## src/rtl/mem_bus_responder.sv

```systemverilog
// rtl/mem_bus_responder.sv - CPU data-bus responder: null/UART/RAM decode with 8N1 TX queue and RX holding register

// TX byte queue: power-of-two ring buffer; a push while full is refused
module mem_bus_responder_txq #(
    parameter int DEPTH = 4
) (
    input  logic       clk,
    input  logic       rst,
    input  logic [7:0] s_tdata,
    input  logic       s_tvalid,
    output logic       s_tready,
    output logic [7:0] m_tdata,
    output logic       m_tvalid,
    input  logic       m_tready
);
    localparam int AW = (DEPTH > 1) ? $clog2(DEPTH) : 1;
    localparam logic [AW:0] FULL_CNT = (AW+1)'(DEPTH);

    logic [7:0]    mem [DEPTH];
    logic [AW-1:0] wr_ptr;
    logic [AW-1:0] rd_ptr;
    logic [AW:0]   cnt;
    logic          push;
    logic          pop;

    // fullness is judged on the pre-edge count, so a same-edge pop never rescues a push
    assign s_tready = (cnt != FULL_CNT);
    assign m_tvalid = (cnt != '0);
    assign m_tdata  = mem[rd_ptr];
    assign push     = s_tvalid && s_tready;
    assign pop      = m_tvalid && m_tready;

    // pointer and occupancy bookkeeping; pointers wrap naturally at DEPTH
    always_ff @(posedge clk or negedge rst) begin
        if (!rst) begin
            wr_ptr <= '0;
            rd_ptr <= '0;
            cnt    <= '0;
        end else begin
            if (push) wr_ptr <= wr_ptr + AW'(1);
            if (pop)  rd_ptr <= rd_ptr + AW'(1);
            if (push && !pop)      cnt <= cnt + (AW+1)'(1);
            else if (pop && !push) cnt <= cnt - (AW+1)'(1);
        end
    end

    // queue storage, not reset
    always_ff @(posedge clk) begin
        if (push) mem[wr_ptr] <= s_tdata;
    end
endmodule

// Responder top: address decode, RAM, status/flag logic, UART TX and RX
module mem_bus_responder #(
    parameter int CLK_DIV   = 16,
    parameter int TXQ_DEPTH = 4
) (
    input  logic       clk,
    input  logic       rst,
    input  logic [7:0] mem_addr,
    input  logic       mem_wr,
    input  logic [7:0] wr_data,
    output logic [7:0] rd_data,
    input  logic       uart_rx,
    output logic       uart_tx
);
    localparam logic [15:0] DIV_LAST  = 16'(CLK_DIV - 1);
    localparam logic [15:0] HALF_LAST = 16'(CLK_DIV / 2 - 1);

    typedef enum logic [1:0] {TX_IDLE, TX_START, TX_DATA, TX_STOP} tx_state_t;
    typedef enum logic [1:0] {RX_IDLE, RX_START, RX_DATA, RX_STOP} rx_state_t;

    // bus decode
    logic sel_ram;
    logic wr_ram;
    logic wr_txd;
    logic wr_ctl;

    assign sel_ram = (mem_addr >= 8'h20);
    assign wr_ram  = mem_wr && sel_ram;
    assign wr_txd  = mem_wr && (mem_addr == 8'h01);
    assign wr_ctl  = mem_wr && (mem_addr == 8'h02);

    // general RAM covering 20h-ffh
    logic [7:0] ram [32:255];

    // RAM write port; contents survive reset undefined
    always_ff @(posedge clk) begin
        if (wr_ram) ram[mem_addr] <= wr_data;
    end

    // TX queue
    logic [7:0] txq_tdata;
    logic       txq_tvalid;
    logic       txq_tready;
    logic       txq_pop;

    mem_bus_responder_txq #(.DEPTH(TXQ_DEPTH)) u_txq (
        .clk      (clk),
        .rst      (rst),
        .s_tdata  (wr_data),
        .s_tvalid (wr_txd),
        .s_tready (txq_tready),
        .m_tdata  (txq_tdata),
        .m_tvalid (txq_tvalid),
        .m_tready (txq_pop)
    );

    // TX serializer state
    tx_state_t   tx_state_q, tx_state_d;
    logic [15:0] tx_div_q, tx_div_d;
    logic [2:0]  tx_bit_q, tx_bit_d;
    logic [7:0]  tx_shift_q, tx_shift_d;
    logic        tx_bit_end;

    assign tx_bit_end = (tx_div_q == DIV_LAST);

    // TX state register
    always_ff @(posedge clk or negedge rst) begin
        if (!rst) begin
            tx_state_q <= TX_IDLE;
            tx_div_q   <= '0;
            tx_bit_q   <= '0;
            tx_shift_q <= '0;
        end else begin
            tx_state_q <= tx_state_d;
            tx_div_q   <= tx_div_d;
            tx_bit_q   <= tx_bit_d;
            tx_shift_q <= tx_shift_d;
        end
    end

    // TX next state: pop in IDLE, then START/8xDATA/STOP each CLK_DIV clocks
    always_comb begin
        tx_state_d = tx_state_q;
        tx_div_d   = tx_div_q;
        tx_bit_d   = tx_bit_q;
        tx_shift_d = tx_shift_q;
        txq_pop    = 1'b0;
        case (tx_state_q)
            TX_IDLE: begin
                tx_div_d = '0;
                if (txq_tvalid) begin
                    txq_pop    = 1'b1;
                    tx_shift_d = txq_tdata;
                    tx_state_d = TX_START;
                end
            end
            TX_START: begin
                if (tx_bit_end) begin
                    tx_div_d   = '0;
                    tx_bit_d   = '0;
                    tx_state_d = TX_DATA;
                end else begin
                    tx_div_d = tx_div_q + 16'd1;
                end
            end
            TX_DATA: begin
                if (tx_bit_end) begin
                    tx_div_d   = '0;
                    tx_shift_d = {1'b0, tx_shift_q[7:1]};
                    tx_bit_d   = tx_bit_q + 3'd1;
                    if (tx_bit_q == 3'd7) tx_state_d = TX_STOP;
                end else begin
                    tx_div_d = tx_div_q + 16'd1;
                end
            end
            default: begin
                if (tx_bit_end) begin
                    tx_div_d   = '0;
                    tx_state_d = TX_IDLE;
                end else begin
                    tx_div_d = tx_div_q + 16'd1;
                end
            end
        endcase
    end

    // line level follows the registered state, so reset forces it high at once
    assign uart_tx = (tx_state_q == TX_START) ? 1'b0 :
                     (tx_state_q == TX_DATA)  ? tx_shift_q[0] : 1'b1;

    // RX input synchronizer plus one delayed copy for edge detection
    logic rx_meta_q, rx_sync_q, rx_prev_q;

    // two-flop synchronizer, idles high
    always_ff @(posedge clk or negedge rst) begin
        if (!rst) begin
            rx_meta_q <= 1'b1;
            rx_sync_q <= 1'b1;
            rx_prev_q <= 1'b1;
        end else begin
            rx_meta_q <= uart_rx;
            rx_sync_q <= rx_meta_q;
            rx_prev_q <= rx_sync_q;
        end
    end

    rx_state_t   rx_state_q, rx_state_d;
    logic [15:0] rx_div_q, rx_div_d;
    logic [2:0]  rx_bit_q, rx_bit_d;
    logic [7:0]  rx_shift_q, rx_shift_d;
    logic        rx_frame_ok;

    // RX state register
    always_ff @(posedge clk or negedge rst) begin
        if (!rst) begin
            rx_state_q <= RX_IDLE;
            rx_div_q   <= '0;
            rx_bit_q   <= '0;
            rx_shift_q <= '0;
        end else begin
            rx_state_q <= rx_state_d;
            rx_div_q   <= rx_div_d;
            rx_bit_q   <= rx_bit_d;
            rx_shift_q <= rx_shift_d;
        end
    end

    // RX next state: start checked mid-bit, data and stop sampled a full bit apart
    always_comb begin
        rx_state_d  = rx_state_q;
        rx_div_d    = rx_div_q;
        rx_bit_d    = rx_bit_q;
        rx_shift_d  = rx_shift_q;
        rx_frame_ok = 1'b0;
        case (rx_state_q)
            RX_IDLE: begin
                rx_div_d = '0;
                if (rx_prev_q && !rx_sync_q) rx_state_d = RX_START;
            end
            RX_START: begin
                if (rx_div_q == HALF_LAST) begin
                    rx_div_d   = '0;
                    rx_bit_d   = '0;
                    rx_state_d = rx_sync_q ? RX_IDLE : RX_DATA;
                end else begin
                    rx_div_d = rx_div_q + 16'd1;
                end
            end
            RX_DATA: begin
                if (rx_div_q == DIV_LAST) begin
                    rx_div_d   = '0;
                    rx_shift_d = {rx_sync_q, rx_shift_q[7:1]};
                    rx_bit_d   = rx_bit_q + 3'd1;
                    if (rx_bit_q == 3'd7) rx_state_d = RX_STOP;
                end else begin
                    rx_div_d = rx_div_q + 16'd1;
                end
            end
            default: begin
                if (rx_div_q == DIV_LAST) begin
                    rx_div_d    = '0;
                    rx_state_d  = RX_IDLE;
                    rx_frame_ok = rx_sync_q;
                end else begin
                    rx_div_d = rx_div_q + 16'd1;
                end
            end
        endcase
    end

    // flag update terms; a clear of rx_valid on the stop edge lets the new byte in
    logic       rx_valid_q, tx_ovf_q, rx_ovr_q;
    logic [7:0] rx_data_q;
    logic       clr_rx_valid, clr_tx_ovf, clr_rx_ovr;
    logic       rx_load, rx_ovr_set, tx_ovf_set;

    assign clr_rx_valid = wr_ctl && wr_data[0];
    assign clr_tx_ovf   = wr_ctl && wr_data[2];
    assign clr_rx_ovr   = wr_ctl && wr_data[3];
    assign rx_load      = rx_frame_ok && (!rx_valid_q || clr_rx_valid);
    assign rx_ovr_set   = rx_frame_ok && rx_valid_q && !clr_rx_valid;
    assign tx_ovf_set   = wr_txd && !txq_tready;

    // status flags and RX holding register; sets win over clears
    always_ff @(posedge clk or negedge rst) begin
        if (!rst) begin
            rx_valid_q <= 1'b0;
            tx_ovf_q   <= 1'b0;
            rx_ovr_q   <= 1'b0;
            rx_data_q  <= '0;
        end else begin
            if (rx_load)           rx_valid_q <= 1'b1;
            else if (clr_rx_valid) rx_valid_q <= 1'b0;
            if (rx_load) rx_data_q <= rx_shift_q;
            if (tx_ovf_set)        tx_ovf_q <= 1'b1;
            else if (clr_tx_ovf)   tx_ovf_q <= 1'b0;
            if (rx_ovr_set)        rx_ovr_q <= 1'b1;
            else if (clr_rx_ovr)   rx_ovr_q <= 1'b0;
        end
    end

    logic       tx_busy;
    logic [7:0] status;
    logic [7:0] rd_next;

    assign tx_busy = txq_tvalid || (tx_state_q != TX_IDLE);
    assign status  = {3'b000, tx_busy, rx_ovr_q, tx_ovf_q, !txq_tready, rx_valid_q};

    // read mux; nothing here has side effects
    always_comb begin
        rd_next = 8'h00;
        case (mem_addr)
            8'h00:   rd_next = 8'h00;
            8'h01:   rd_next = rx_data_q;
            8'h02:   rd_next = status;
            default: rd_next = sel_ram ? ram[mem_addr] : 8'h00;
        endcase
    end

    // registered read data, one clock after the address
    always_ff @(posedge clk or negedge rst) begin
        if (!rst) rd_data <= 8'h00;
        else      rd_data <= rd_next;
    end
endmodule

```

## config.mk

```make
export PLATFORM = sky130hd
export DESIGN_NAME = mem_bus_responder
export DESIGN_NICKNAME = d
export VERILOG_FILES = /design/src/rtl/mem_bus_responder.sv
export SDC_FILE = /design/constraint.sdc
export NUM_CORES = 2
export LEC_CHECK = 0
export CELL_PAD_IN_SITES_DETAIL_PLACEMENT = 0
export CELL_PAD_IN_SITES_GLOBAL_PLACEMENT = 1
export CORE_AREA = 4 4 359 361
export CTS_CLUSTER_DIAMETER = 30
export DETAILED_ROUTE_END_ITERATION = 16
export DIE_AREA = 0 0 363 365
export MAX_ROUTING_LAYER = met4
export PLACE_DENSITY = 0.95
export SYNTH_ARGS = -nofsm -noshare
export SYNTH_HDL_FRONTEND = slang
export SYNTH_SLANG_ARGS = --single-unit
export TNS_END_PERCENT = 10
```

## constraint.sdc

```tcl
create_clock -name clk -period 5.4 [get_ports clk]
set_input_delay 0.54 -clock clk [delete_from_list [all_inputs] [get_ports clk]]
set_output_delay 0.54 -clock clk [all_outputs]
set_load 0.01 [all_outputs]
```

==> metrics <==
status=finished with violations; failing checks=max-capacitance violations, max-slew violations; total negative slack=0 ns; crit start category=primary input; logic gate share of total power=4.3%; Worst-Skew Late Latency=0.90 ns; setup violators final=0; clock skew=0.0497 ns; Worst Path Required=6.08 ns; Detail Placement HPWL=111000 um; top_reg_cell synth=edfxtp_1; Final Hold Fails=0; placed instance count=5314; row count=130; Pleak=29.0 nW; max-slew violations=1; CTS root buffer=clkbuf_16; register area share after synthesis=75.9%; #FFs+latches synth=1911; NumNets Final=4031; post-synth top area cell=edfxtp_1; core area=0.125 mm2; Die Y=365 um; pwr/cell area=438 mW/mm2; vias in the first global route=42800; switching part of the total=22.5%; Worst-Margin Slew=1.48 ns; Fillers=6625; DR WL/cell=35.2 um; WP data arrival=4.75 ns; Area Overhead vs Synth=17.1%; Synth top area share=72.9%; IO Count=29; DR vias=42200; worst hold slack=0.102 ns; first-pass GRT wire length=303000 um; 1st-iter DRT viols=7892; drt total wl=208000 um; Mapped Cells=3752; ANT nets after route=0; syn_area_per_cell=20.0 um2; asr flop ratio synth=4.55%; Post-CTS Setup Bufs=0; count of input and output buffers=28; Cell Int Power=29.9 mW; multi-input combinational cell area=0.0168 mm2; Distinct cells, synth=77; crit path kind=primary input to flip-flop; largest net degree at the start of global routing=168; crit share post-route=75.3%; GP Congestion=0.907; clk buf depth=4; EDFF count, synth=1824; total track usage=32.7%; Die X=363 um; Yosys warning count=0; clock-pin slew on the worst setup and hold paths=0.05 ns; top-count cell post-synth=edfxtp_1; Layout Utilization=70.1%; CTS tree=done; gr ovfl total=0; Final Power=38.5 mW; vias per inst=7.14; Synth Cell Area=0.0751 mm2; Non-Filler Instances=5909; CP Max Fanout=85; share of cells above drive strength 1=25.5%; H-tree levels=5; max-cap violation count=1; Flop pwr share=42.6%; DIE AREA=0.132 mm2; post-layout min period=4.07 ns; highest clock rate=246 MHz; register area=0.0570 mm2; First-pass DRT Iterations=7; Initial Utilization=59.9%; RSZ-0062 raised after global routing=no; post-CTS sizing=0; Min-Delay Path Class=primary input to async pin; initial antenna violation count=10; Num Clock Sinks=1911; Synth top cells by count=edfxtp_1 (1824), mux4_2 (385), nor2_1 (307); part of the power in the clock network=53.1%; P_sw=8.68 mW; Max-slew headroom=-1.25%; maximum vdd drop=0.333 mV; CTS Buf Count=329; net count after synthesis=3787; Worst setup EP type=flip-flop; DRC violation count after routing=0; top cells by area, synth=edfxtp_1 (73%), mux4_2 (12%), mux2i_1 (3.1%), dfrtp_1 (2.8%), nor2_1 (1.5%)
what timing repair did:
| action | 4_1_cts | 5_1_grt |
|---|---|---|
| endpoints found under the setup margin | 0 | 0 |
| hold buffers | 1 | 0 |
| hold endpoints to repair | 22 | 0 |
flip-flops by register name, indices dropped and copies added (netlist names), 2 cells and up:
register / cells
rx_data_q: 8
rx_bit_q: 3
u_txq.mem: 32
tx_state_q: 2
u_txq.cnt: 3
u_txq.wr_ptr: 2
tx_bit_q: 3
rx_div_q: 16
ram: 1792
tx_shift_q: 8
u_txq.rd_ptr: 2
tx_div_q: 16
rd_data: 8
rx_state_q: 2
rx_shift_q: 8
critical path, cell delays in order:
cell,delay [ns]
buf_8,0.47
buf_12,0.47
mux4_2,0.39
mux4_2,0.51
mux2i_1,0.49
nor3_1,0.12
a2111oi_0,1.23
o221ai_1,0.31
path summary, 6_finish.rpt:
check / slack, ns / end / depth (start not counted) / from
hold / removal: 0.10 / rx_bit_q[1] / 2 / rst
min in group clk: 0.16 / rx_meta_q / 1 / uart_rx
setup / recovery: 1.33 / rd_data[4] / 8 / mem_addr[1]
max in group asynchronous: 4.10 / rd_data[5] / 3 / rst
hold reg to reg: 0.33 / rx_sync_q / 0 / rx_meta_q
setup reg to reg: 1.59 / rd_data[4] / 6 / ram[183][4]
metal layers:
layer	vias up	part of all wire, %	routed length (um)	track usage [%]
li1	16000	-	-	-
met2	4099	47	98200	49.5
met4	0	6.4	13400	17.5
met1	21100	33	68400	40.9
met3	962	14	28100	9.06
met5	-	0	0	-
cell usage in the layout, fill, tap and decap left out, types with 19 or more instances in the layout:
cell type	count
o22ai_1	26
bufinv_16	32
o221ai_1	19
clkbuf_1	25
nand2_1	111
mux4_2	385
edfxtp_1	1824
a21oi_1	54
nor3_1	20
nand3_1	33
clkinv_2	34
buf_4	88
mux2_2	41
nor2_1	304
clkinvlp_4	33
mux2i_1	229
a22oi_1	49
o21ai_0	48
dfrtp_1	84
inv_6	34
clkinv_4	32
a211oi_1	19
clkinv_1	38
clkbuf_16	332
power groups by stage:
stage / registers (mW) / logic [mW] / clock network [mW]
after floorplan: 16.7 / 0.879 / 0
final: 16.4 / 1.66 / 20.5
after global routing: 16.4 / 1.71 / 21.3
after global placement: 16.7 / 1.52 / 0
after CTS: 16.4 / 1.62 / 20.5
after detailed placement: 16.7 / 1.56 / 0
cell families after synthesis:
| kind of cell | after synthesis | share of synthesized area (%) |
|---|---|---|
| DFF | 1911 | 75.9 |
| muxes | 657 | 15.2 |
| and+or+nand+nor | 575 | 3.39 |
| AOI/OAI and AO/OA | 329 | 3.06 |
| buffers and inverters | 233 | 1.82 |
| xor gates and xnor gates | 32 | 0.373 |
| adders and majority gates | 15 | 0.260 |
layout make-up:
class / instances / area share (%)
Sequential cell: 1911 / 64.8
Tap cell: 1650 / 2.35
Multi-Input combinational cell: 1608 / 19.1
Antenna cell: 13 / 0.0370
Inverter: 17 / 0.0754
Clock inverter: 219 / 2.66
Timing Repair Buffer: 129 / 1.41
Clock buffer: 362 / 9.63
through the flow:
stage	cell area, um2	setup WS, ns
2_1_floorplan	75100	2.28
3_3_place_gp	77100	1.19
3_5_place_dp	77100	1.05
4_1_cts	87900	1.79
5_1_grt	87900	1.53
6_report	87900	1.33
Power figures use the tool's default switching activity.
